`config.mk`:
```
export PLATFORM = sky130hd
export DESIGN_NAME = hamming_secded_pipe
export DESIGN_NICKNAME = d
export VERILOG_FILES = /design/src/rtl/hamming_secded_pipe.sv
export SDC_FILE = /design/constraint.sdc
export NUM_CORES = 1
export LEC_CHECK = 0
export ABC_AREA = 1
export CELL_PAD_IN_SITES_DETAIL_PLACEMENT = 0
export CELL_PAD_IN_SITES_GLOBAL_PLACEMENT = 1
export CORE_MARGIN = 2
export CORE_UTILIZATION = 38
export CTS_BUF_LIST = sky130_fd_sc_hd__clkbuf_16
export DETAILED_ROUTE_END_ITERATION = 8
export PLACE_DENSITY_LB_ADDON = 0.08
export SYNTH_ARGS = -nofsm -noshare
export SYNTH_HDL_FRONTEND = slang
export SYNTH_SLANG_ARGS = --single-unit
export TNS_END_PERCENT = 1
```
`constraint.sdc`:
```
create_clock -name i_clk -period 1.8 [get_ports i_clk]
set_input_delay 0.27 -clock i_clk [delete_from_list [all_inputs] [get_ports i_clk]]
set_output_delay 0.27 -clock i_clk [all_outputs]
set_load 0.05 [all_outputs]
```
`src/rtl/hamming_secded_pipe.sv`:
```
// hamming_secded_pipe: 3-stage SECDED encode, noise-inject and decode channel with valid/ready flow and saturating error counters.
//   i_clk, i_rst                  clock, synchronous active-high reset
//   i_valid/o_ready, i_data, i_noise  input beat: data to encode plus codeword error mask
//   o_valid/i_ready, o_data       output beat: corrected data
//   o_1bit_error, o_2bit_error, o_parity_error  per-beat classification, at most one set
//   i_cnt_clr, o_cnt_1bit, o_cnt_2bit  saturating counts of delivered 1-bit / 2-bit beats
module hamming_secded_pipe #(
    parameter int DATA_W = 8,
    parameter int CNT_W  = 16,
    localparam int P  = DATA_W <= 4 ? 3 : DATA_W <= 11 ? 4 : DATA_W <= 26 ? 5 : DATA_W <= 57 ? 6 : 7,
    localparam int CW = DATA_W + P + 1
) (
    input  logic              i_clk,
    input  logic              i_rst,
    input  logic              i_valid,
    output logic              o_ready,
    input  logic [DATA_W-1:0] i_data,
    input  logic [CW-1:0]     i_noise,
    output logic              o_valid,
    input  logic              i_ready,
    output logic [DATA_W-1:0] o_data,
    output logic              o_1bit_error,
    output logic              o_2bit_error,
    output logic              o_parity_error,
    input  logic              i_cnt_clr,
    output logic [CNT_W-1:0]  o_cnt_1bit,
    output logic [CNT_W-1:0]  o_cnt_2bit
);
    localparam int N = DATA_W + P;
    localparam logic [P-1:0] N_P = P'(N);

    // Hamming position (1-based) of data bit i: the i-th non-power-of-two index.
    function automatic int dpos(input int i);
        int r, c;
        r = 0;
        c = 0;
        for (int k = 1; k <= N; k++)
            if ((k & (k - 1)) != 0) begin
                if (c == i) r = k;
                c++;
            end
        return r;
    endfunction

    logic en, hs;
    logic s1_v_q;
    logic [CW-1:0] s1_code_q, s1_code_d, s1_noise_q;
    logic s2_v_q, s2_par_q, s2_par_d;
    logic [CW-1:0] s2_r_q, s2_r_d;
    logic [P-1:0] s2_syn_q, s2_syn_d, chk;
    logic o_valid_q;
    logic [DATA_W-1:0] data_q, data_d;
    logic f1_q, f1_d, f2_q, f2_d, fp_q, fp_d;
    logic [CW-1:0] fix;
    logic [CNT_W-1:0] cnt1_q, cnt1_d, cnt2_q, cnt2_d;

    assign en  = ~o_valid_q | i_ready;
    assign hs  = o_valid_q & i_ready;

    always_comb begin
        s1_code_d = '0;
        chk = '0;
        for (int i = 0; i < DATA_W; i++) s1_code_d[dpos(i) - 1] = i_data[i];
        // check positions are still zero here, so they drop out of their own groups
        for (int k = 1; k <= N; k++)
            for (int j = 0; j < P; j++)
                if (((k >> j) & 1) != 0) chk[j] = chk[j] ^ s1_code_d[k - 1];
        for (int j = 0; j < P; j++) s1_code_d[(1 << j) - 1] = chk[j];
        s1_code_d[CW-1] = ^s1_code_d[CW-2:0];
    end

    always_comb begin
        s2_r_d = s1_code_q ^ s1_noise_q;
        s2_syn_d = '0;
        for (int k = 1; k <= N; k++)
            if (s2_r_d[k - 1]) s2_syn_d = s2_syn_d ^ P'(k);
        s2_par_d = ^s2_r_d;
    end

    always_comb begin
        f1_d = s2_v_q && s2_par_q && s2_syn_q != '0 && s2_syn_q <= N_P;
        fp_d = s2_v_q && s2_par_q && s2_syn_q == '0;
        // nonzero syndrome that is not a correctable single error: even weight or out of range
        f2_d = s2_v_q && s2_syn_q != '0 && !(s2_par_q && s2_syn_q <= N_P);
        fix = s2_r_q ^ (f1_d ? (CW'(1) << (s2_syn_q - 1'b1)) : '0);
        data_d = '0;
        for (int i = 0; i < DATA_W; i++) data_d[i] = fix[dpos(i) - 1];
    end

    always_comb begin
        cnt1_d = i_cnt_clr ? '0 : (hs && f1_q && cnt1_q != '1) ? cnt1_q + 1'b1 : cnt1_q;
        cnt2_d = i_cnt_clr ? '0 : (hs && f2_q && cnt2_q != '1) ? cnt2_q + 1'b1 : cnt2_q;
    end

    always_ff @(posedge i_clk) begin
        if (i_rst) begin
            s1_v_q     <= 1'b0;
            s1_code_q  <= '0;
            s1_noise_q <= '0;
            s2_v_q     <= 1'b0;
            s2_r_q     <= '0;
            s2_syn_q   <= '0;
            s2_par_q   <= 1'b0;
            o_valid_q  <= 1'b0;
            data_q     <= '0;
            f1_q       <= 1'b0;
            f2_q       <= 1'b0;
            fp_q       <= 1'b0;
            cnt1_q     <= '0;
            cnt2_q     <= '0;
        end else begin
            if (en) begin
                s1_v_q     <= i_valid;
                s1_code_q  <= s1_code_d;
                s1_noise_q <= i_noise;
                s2_v_q     <= s1_v_q;
                s2_r_q     <= s2_r_d;
                s2_syn_q   <= s2_syn_d;
                s2_par_q   <= s2_par_d;
                o_valid_q  <= s2_v_q;
                data_q     <= data_d;
                f1_q       <= f1_d;
                f2_q       <= f2_d;
                fp_q       <= fp_d;
            end
            cnt1_q <= cnt1_d;
            cnt2_q <= cnt2_d;
        end
    end

    assign o_ready        = en;
    assign o_valid        = o_valid_q;
    assign o_data         = data_q;
    assign o_1bit_error   = f1_q;
    assign o_2bit_error   = f2_q;
    assign o_parity_error = fp_q;
    assign o_cnt_1bit     = cnt1_q;
    assign o_cnt_2bit     = cnt2_q;
endmodule
```
==> flow_summary.toml, run 1 <==
[placement]
post-place-cells = 881
portBuffers = 70
dpl.hpwl_mm = 8.20
pre_cts_ws_ns = -0.00162
gp_congestion = 0.793

[clock_tree]
cts_num_sinks = 85
cts_hold_repair.buffers = 0
cts_root_buf = "clkbuf_16"
clk_path_buf_depth = 2
cts-htree-levels = 3
clk_pin_slew_ns = 0.06
cts_made_buffers = 9
tritoncts = "yes"
postCtsSetupRepairBufs = 0
worstSkewPairLatency_ns = 0.34

[drt]
first_pass_iters = 4
routed_wl_mm = 10.9
drt_iter0_drc = 323
ant_nets = 0
vias = 4270
wl_per_cell_um = 12.2
drc = 0
vias_per_cell = 4.76

[critical_path]
cpMaxStageDelayCell = "clkdlybuf4s50_1"
cp.arrival_ns = 1.47
r2r_start = "o_cnt_2bit[1]"
required_ns = 1.53
worstSetupPathType = "flip-flop to output port"
r2r_cells = 10
max_stage_delay_ns = 0.80
r2r_slack_ns = 0.14
crit_path_end_kind = "output port"
crit_family = "buffers and inverters"
critical_path_buf_inv_count = 1
cp_max_fo = 2
startpoint_type = "flip-flop"
crit_path_cell_trace = "clkdlybuf4s50_1"
r2r_end = "o_cnt_2bit[5]"

[timing]
drv_slew = 0
setup_tns_ns = 0
max_clock_freq_ghz = 0.575
setup_viol = 0
rsz0062_at_grt = "yes"
skew_ns = 0.00663
setup_ws_ns = 0.0602
worst_pin_slew_ns = 0.500
whs_ns = 0.473
slew_headroom_pct = 66.6
min_period_ns = 1.74
finalHoldViolCount = 0
fin_crit_sh_pct = 96.7

[global_routing]
overflow = 0
grt_pass1_vias = 4093
antenna_found_initial = 0
grt_max_degree = 51
grt.total_usage_pct = 18.3
grt_pass1_wl_mm = 18.9

[synthesis]
synthArstFlopShare_pct = 0
netlist_area_sq_um = 4480
synthFlopType = "dfxtp_1"
synth_edf_count = 0
syn_inst = 658
ys_seq_area_share_pct = 38.0
synth_common_cells = "nand2_1, dfxtp_1, inv_1"
synth_largest_area_cell = "dfxtp_1"
synth_fp_nets = 687
yosysWarnings = 0
synth.distinct_cells = 33
synth_seq_cells = 85
synth_top_area_share_pct = 38.0
synth_area_leaders = "dfxtp_1, nand2_1, o21ai_0"
yosys.cell_count.top_type = "nand2_1"
synth_area_per_cell_sq_um = 6.81

[die]
row_count = 39
dieArea_sq_um = 12700
io_pins = 71
die_h_um = 113
coreArea_sq_um = 11500
die_w_um = 113
start_util_pct = 39.1

[layout]
fill_cells = 1154
final_util_pct = 50.3
final_cells = 897
area_growth_pct = 28.9
final_nets = 778
antenna_cells = 0
drive_gt1_share_pct = 13.9

[run_status]
status = "complete, no violations"

[worst_hold_path]
hold_class = "flip-flop to flip-flop"
hold_path_startpoint = "o_cnt_2bit[15]"
hold_path_depth = 2
holdPathEnd = "o_cnt_2bit[15]"

[run]
maxCapViolCount = 0

[power]
powerDensity_nw_per_um2 = 842
vdd_drop_max_uv = 558
p_leak_uw = 0.00260
## layout make-up
class,count,area [sq um],share of cell area [%]
clock inverter,7,42.5,0.737
tap,143,179,3.10
inverter,81,304,5.27
multi-input combinational,471,2400,41.7
sequential,85,1710,29.6
clock buffer,9,225,3.90
timing repair buffer,101,910,15.8
## what timing repair did
item | CTS | global route
setup endpoints to repair | 2 | 12
pin swaps | 0 | 1
resized for setup | 2 | 9
## power breakdown
group	switching, uW	total (uW)	leakage [uW]	internal (uW)
logic	630	1050	0.00177	418
clock network	782	1710	0.000129	925
registers	98.1	2100	0.000699	2000
total	1510	4860	0.00260	3350
## layer usage
layer  wire length (um)  vias to the layer above  global-route usage [%]  share of wire, %
li1                   -                     2312                       -                 -
met1               5110                     1877                    22.4                47
met2               5210                       72                    31.7                48
met3                466                        9                    5.29               4.3
met4                134                        0                    4.47               1.2
met5                  0                        -                       0                 0
## logic make-up after synthesis
kind of cell	count (synthesis)	synth area share, %
DFF	85	38.0
adders and majority gates	3	0.838
and+or+nand+nor	289	28.0
AOI/OAI and AO/OA	140	16.6
xor gates and xnor gates	39	7.93
buffers and inverters	102	8.66
## sequential cells by signal (all words and copies together), names as in the netlist
signal and flops:
o_2bit_error 1, s2_syn_q 4, o_cnt_1bit 16, o_parity_error 1
s2_v_q 1, s2_r_q 8, o_1bit_error 1, s2_par_q 1
s1_code_q 13, o_cnt_2bit 16, o_data 8, s1_noise_q 13
s1_v_q 1, o_valid 1
## worst max-delay path by stage
| stage | startpoint | slack [ns] | end | cells after the start |
|---|---|---|---|---|
| after floorplan | o_cnt_2bit[4] | -0.08 | o_cnt_2bit[5] | 9 |
| after global placement | i_ready | 0.02 | s1_code_q[2] | 7 |
| after detailed placement | i_ready | -0.002 | o_cnt_2bit[5] | 9 |
| after CTS | o_cnt_1bit[15] | 0.006 | o_cnt_1bit[15] | 1 |
| after global routing | o_cnt_2bit[1] | -0.03 | o_cnt_2bit[5] | 10 |
| final | o_data[6] | 0.06 | o_data[6] | 1 |
## per-stage QoR
stage	power (uW)	instance area [sq um]
after floorplan	2880	4480
after global placement	3180	5480
after detailed placement	3200	5480
after CTS	4920	5750
after global routing	5180	5770
final	4860	5770
## cell usage in the layout (no fill, tap or decap), drive strengths merged, types with 4 or more instances in the layout
master / synthesis / layout
nand2: 164 / 164
dfxtp: 85 / 85
inv: 81 / 81
buf: 2 / 66
o21ai: 64 / 64
a21oi: 56 / 56
nor2: 52 / 52
nand3: 34 / 34
clkdlybuf4s50: 0 / 28
xnor2: 22 / 22
nor3: 22 / 22
xor2: 16 / 16
clkbuf: 19 / 9
nand4: 6 / 6
a31oi: 6 / 6
dlymetal6s2s: 0 / 5
clkinv: 0 / 5
o21a: 4 / 4
o211ai: 4 / 4
o21bai: 4 / 4
or2: 4 / 4
## worst reg2reg max path: stages (launching register included)
cell     delay [ns]
dfxtp_2        0.35
ha_1           0.18
nand3_1        0.13
nor3_2         0.15
nand3_1        0.11
nand2_2        0.12
inv_2          0.06
nand2_4        0.05
nor2_2         0.05
or2_0          0.19
and2_1         0.15
(Power assumes the default switching activity.)
==> run 2, diff against run 1 <==
--- a/config.mk
+++ b/config.mk
@@ -8,6 +8,7 @@
 export ABC_AREA = 1
 export CELL_PAD_IN_SITES_DETAIL_PLACEMENT = 0
 export CELL_PAD_IN_SITES_GLOBAL_PLACEMENT = 1
+export CORE_ASPECT_RATIO = 1.5
 export CORE_MARGIN = 2
 export CORE_UTILIZATION = 38
 export CTS_BUF_LIST = sky130_fd_sc_hd__clkbuf_16
==> flow_summary.toml, run 2 (synthesis gave the netlist of run 1 again) <==
[layout]
drive_gt1_share_pct = 15.4
fill_cells = 1230
multiInputGateArea_sq_um = 2420
seqCellArea_sq_um = 1710
final_common_cell = "nand2_1"
final_cells = 911
final_cell_mix = "nand2_1, inv_1, dfxtp_1"
area_growth_pct = 30.0
final_util_pct = 50.5
antenna_cells = 0
final_nets = 785

[critical_path]
crit_path_end_kind = "output port"
critical_path_buf_inv_count = 1
startpoint_type = "flip-flop"
crit_path_cell_trace = "clkdlybuf4s50_1"
required_ns = 1.53
worstSetupPathType = "flip-flop to output port"
crit_family = "buffers and inverters"
cp.arrival_ns = 1.51
max_stage_delay_ns = 0.82
cpMaxStageDelayCell = "clkdlybuf4s50_1"
cp_max_fo = 2

[clock_tree]
tritoncts = "yes"
worstSkewPairLatency_ns = 0.34
cts-htree-levels = 3
cts_hold_repair.buffers = 0
postCtsSetupRepairBufs = 0
cts_made_buffers = 9
clk_pin_slew_ns = 0.06
clk_path_buf_depth = 2
cts_num_sinks = 85
cts_root_buf = "clkbuf_16"

[global_routing]
antenna_found_initial = 0
use_met3_pct = 2.75
grt_pass1_wl_mm = 18.8
grt.total_usage_pct = 18.5
grt_max_degree = 51
grt_pass1_vias = 4166
overflow = 0
grt_use_met2_pct = 35.6
grt_use_met1_pct = 20.3
busiest_layer = "met2"

[timing]
drv_slew = 0
skew_ns = 0.0108
worst_pin_slew_ns = 0.518
fin_crit_sh_pct = 98.9
max_clock_freq_ghz = 0.562
setup_viol = 0
setup_ws_ns = 0.0191
finalHoldViolCount = 0
rsz0062_at_grt = "yes"
slew_headroom_pct = 65.4
whs_ns = 0.477
min_period_ns = 1.78

[drt]
wl_per_cell_um = 12.9
routed_wl_mm = 11.7
first_pass_iters = 4
vias = 4427
vias_per_cell = 4.86
ant_nets = 0
drt_iter0_drc = 109
drc = 0

[die]
start_util_pct = 38.8
die_h_um = 137
coreArea_sq_um = 11500
row_count = 48
io_pins = 71
die_w_um = 92.6
dieArea_sq_um = 12700

[power]
p_leak_uw = 0.00259
powerDensity_nw_per_um2 = 846
power_uw = 4930
vdd_drop_max_uv = 529

[worst_hold_path]
hold_class = "flip-flop to flip-flop"

[placement]
dpl.hpwl_mm = 8.81
portBuffers = 70
gp_congestion = 0.798
pre_cts_ws_ns = -0.0426
post-place-cells = 895

[run_status]
status = "complete, no violations"

[run]
maxCapViolCount = 0
==> run 2: cell types whose count changed in the layout (fill, tap and decap cells not counted), sizes merged <==
cell	change
dlymetal6s2s	-3
inv	+3
clkdlybuf4s50	-1
dlygate4sd2	+1
buf	+10
clkinv	-3
==> run 2: repair_timing <==
| action | in CTS | in global routing |
|---|---|---|
| endpoints found under the setup margin | 3 | 10 |
| pin swaps | 0 | 1 |
| resized for setup | 3 | 8 |
==> run 2: where the power goes <==
part / internal (uW) / total (uW) / switching (uW) / leakage (uW)
Combinational: 433 / 1080 / 650 / 0.00176
Clock: 940 / 1750 / 808 / 0.000134
Sequential: 2000 / 2090 / 91.8 / 0.000699
==> run 2: stage by stage <==
step,setup TNS (ns),area [sq um]
global placement,-0.00353,5520
finish,0,5820
global route,-0.0234,5820
floorplan,-0.679,4480
detailed placement,-0.142,5520
CTS,0,5790
==> run 2: area by class of cell <==
type	instances	share of cell area, %
Multi-Input combinational cell	471	41.5
Sequential cell	85	29.3
Timing Repair Buffer	108	16.0
Inverter	81	5.22
Clock buffer	9	3.87
Tap cell	150	3.22
Clock inverter	7	0.859
==> run 2: layer usage <==
metal	vias to the layer above	share of wire, %
met5	-	0
met2	74	53
met1	2018	42
li1	2324	-
met3	11	3.3
met4	0	1.6
==> run 2: worst paths after layout <==
kind	slack, ns	cells after the start	to	startpoint
hold reg to reg	0.48	1	o_cnt_2bit[0]	o_cnt_2bit[0]
hold / removal	0.48	1	o_cnt_2bit[0]	o_cnt_2bit[0]
setup / recovery	0.02	1	o_parity_error	o_parity_error
setup reg to reg	0.10	10	o_cnt_2bit[5]	o_cnt_2bit[0]
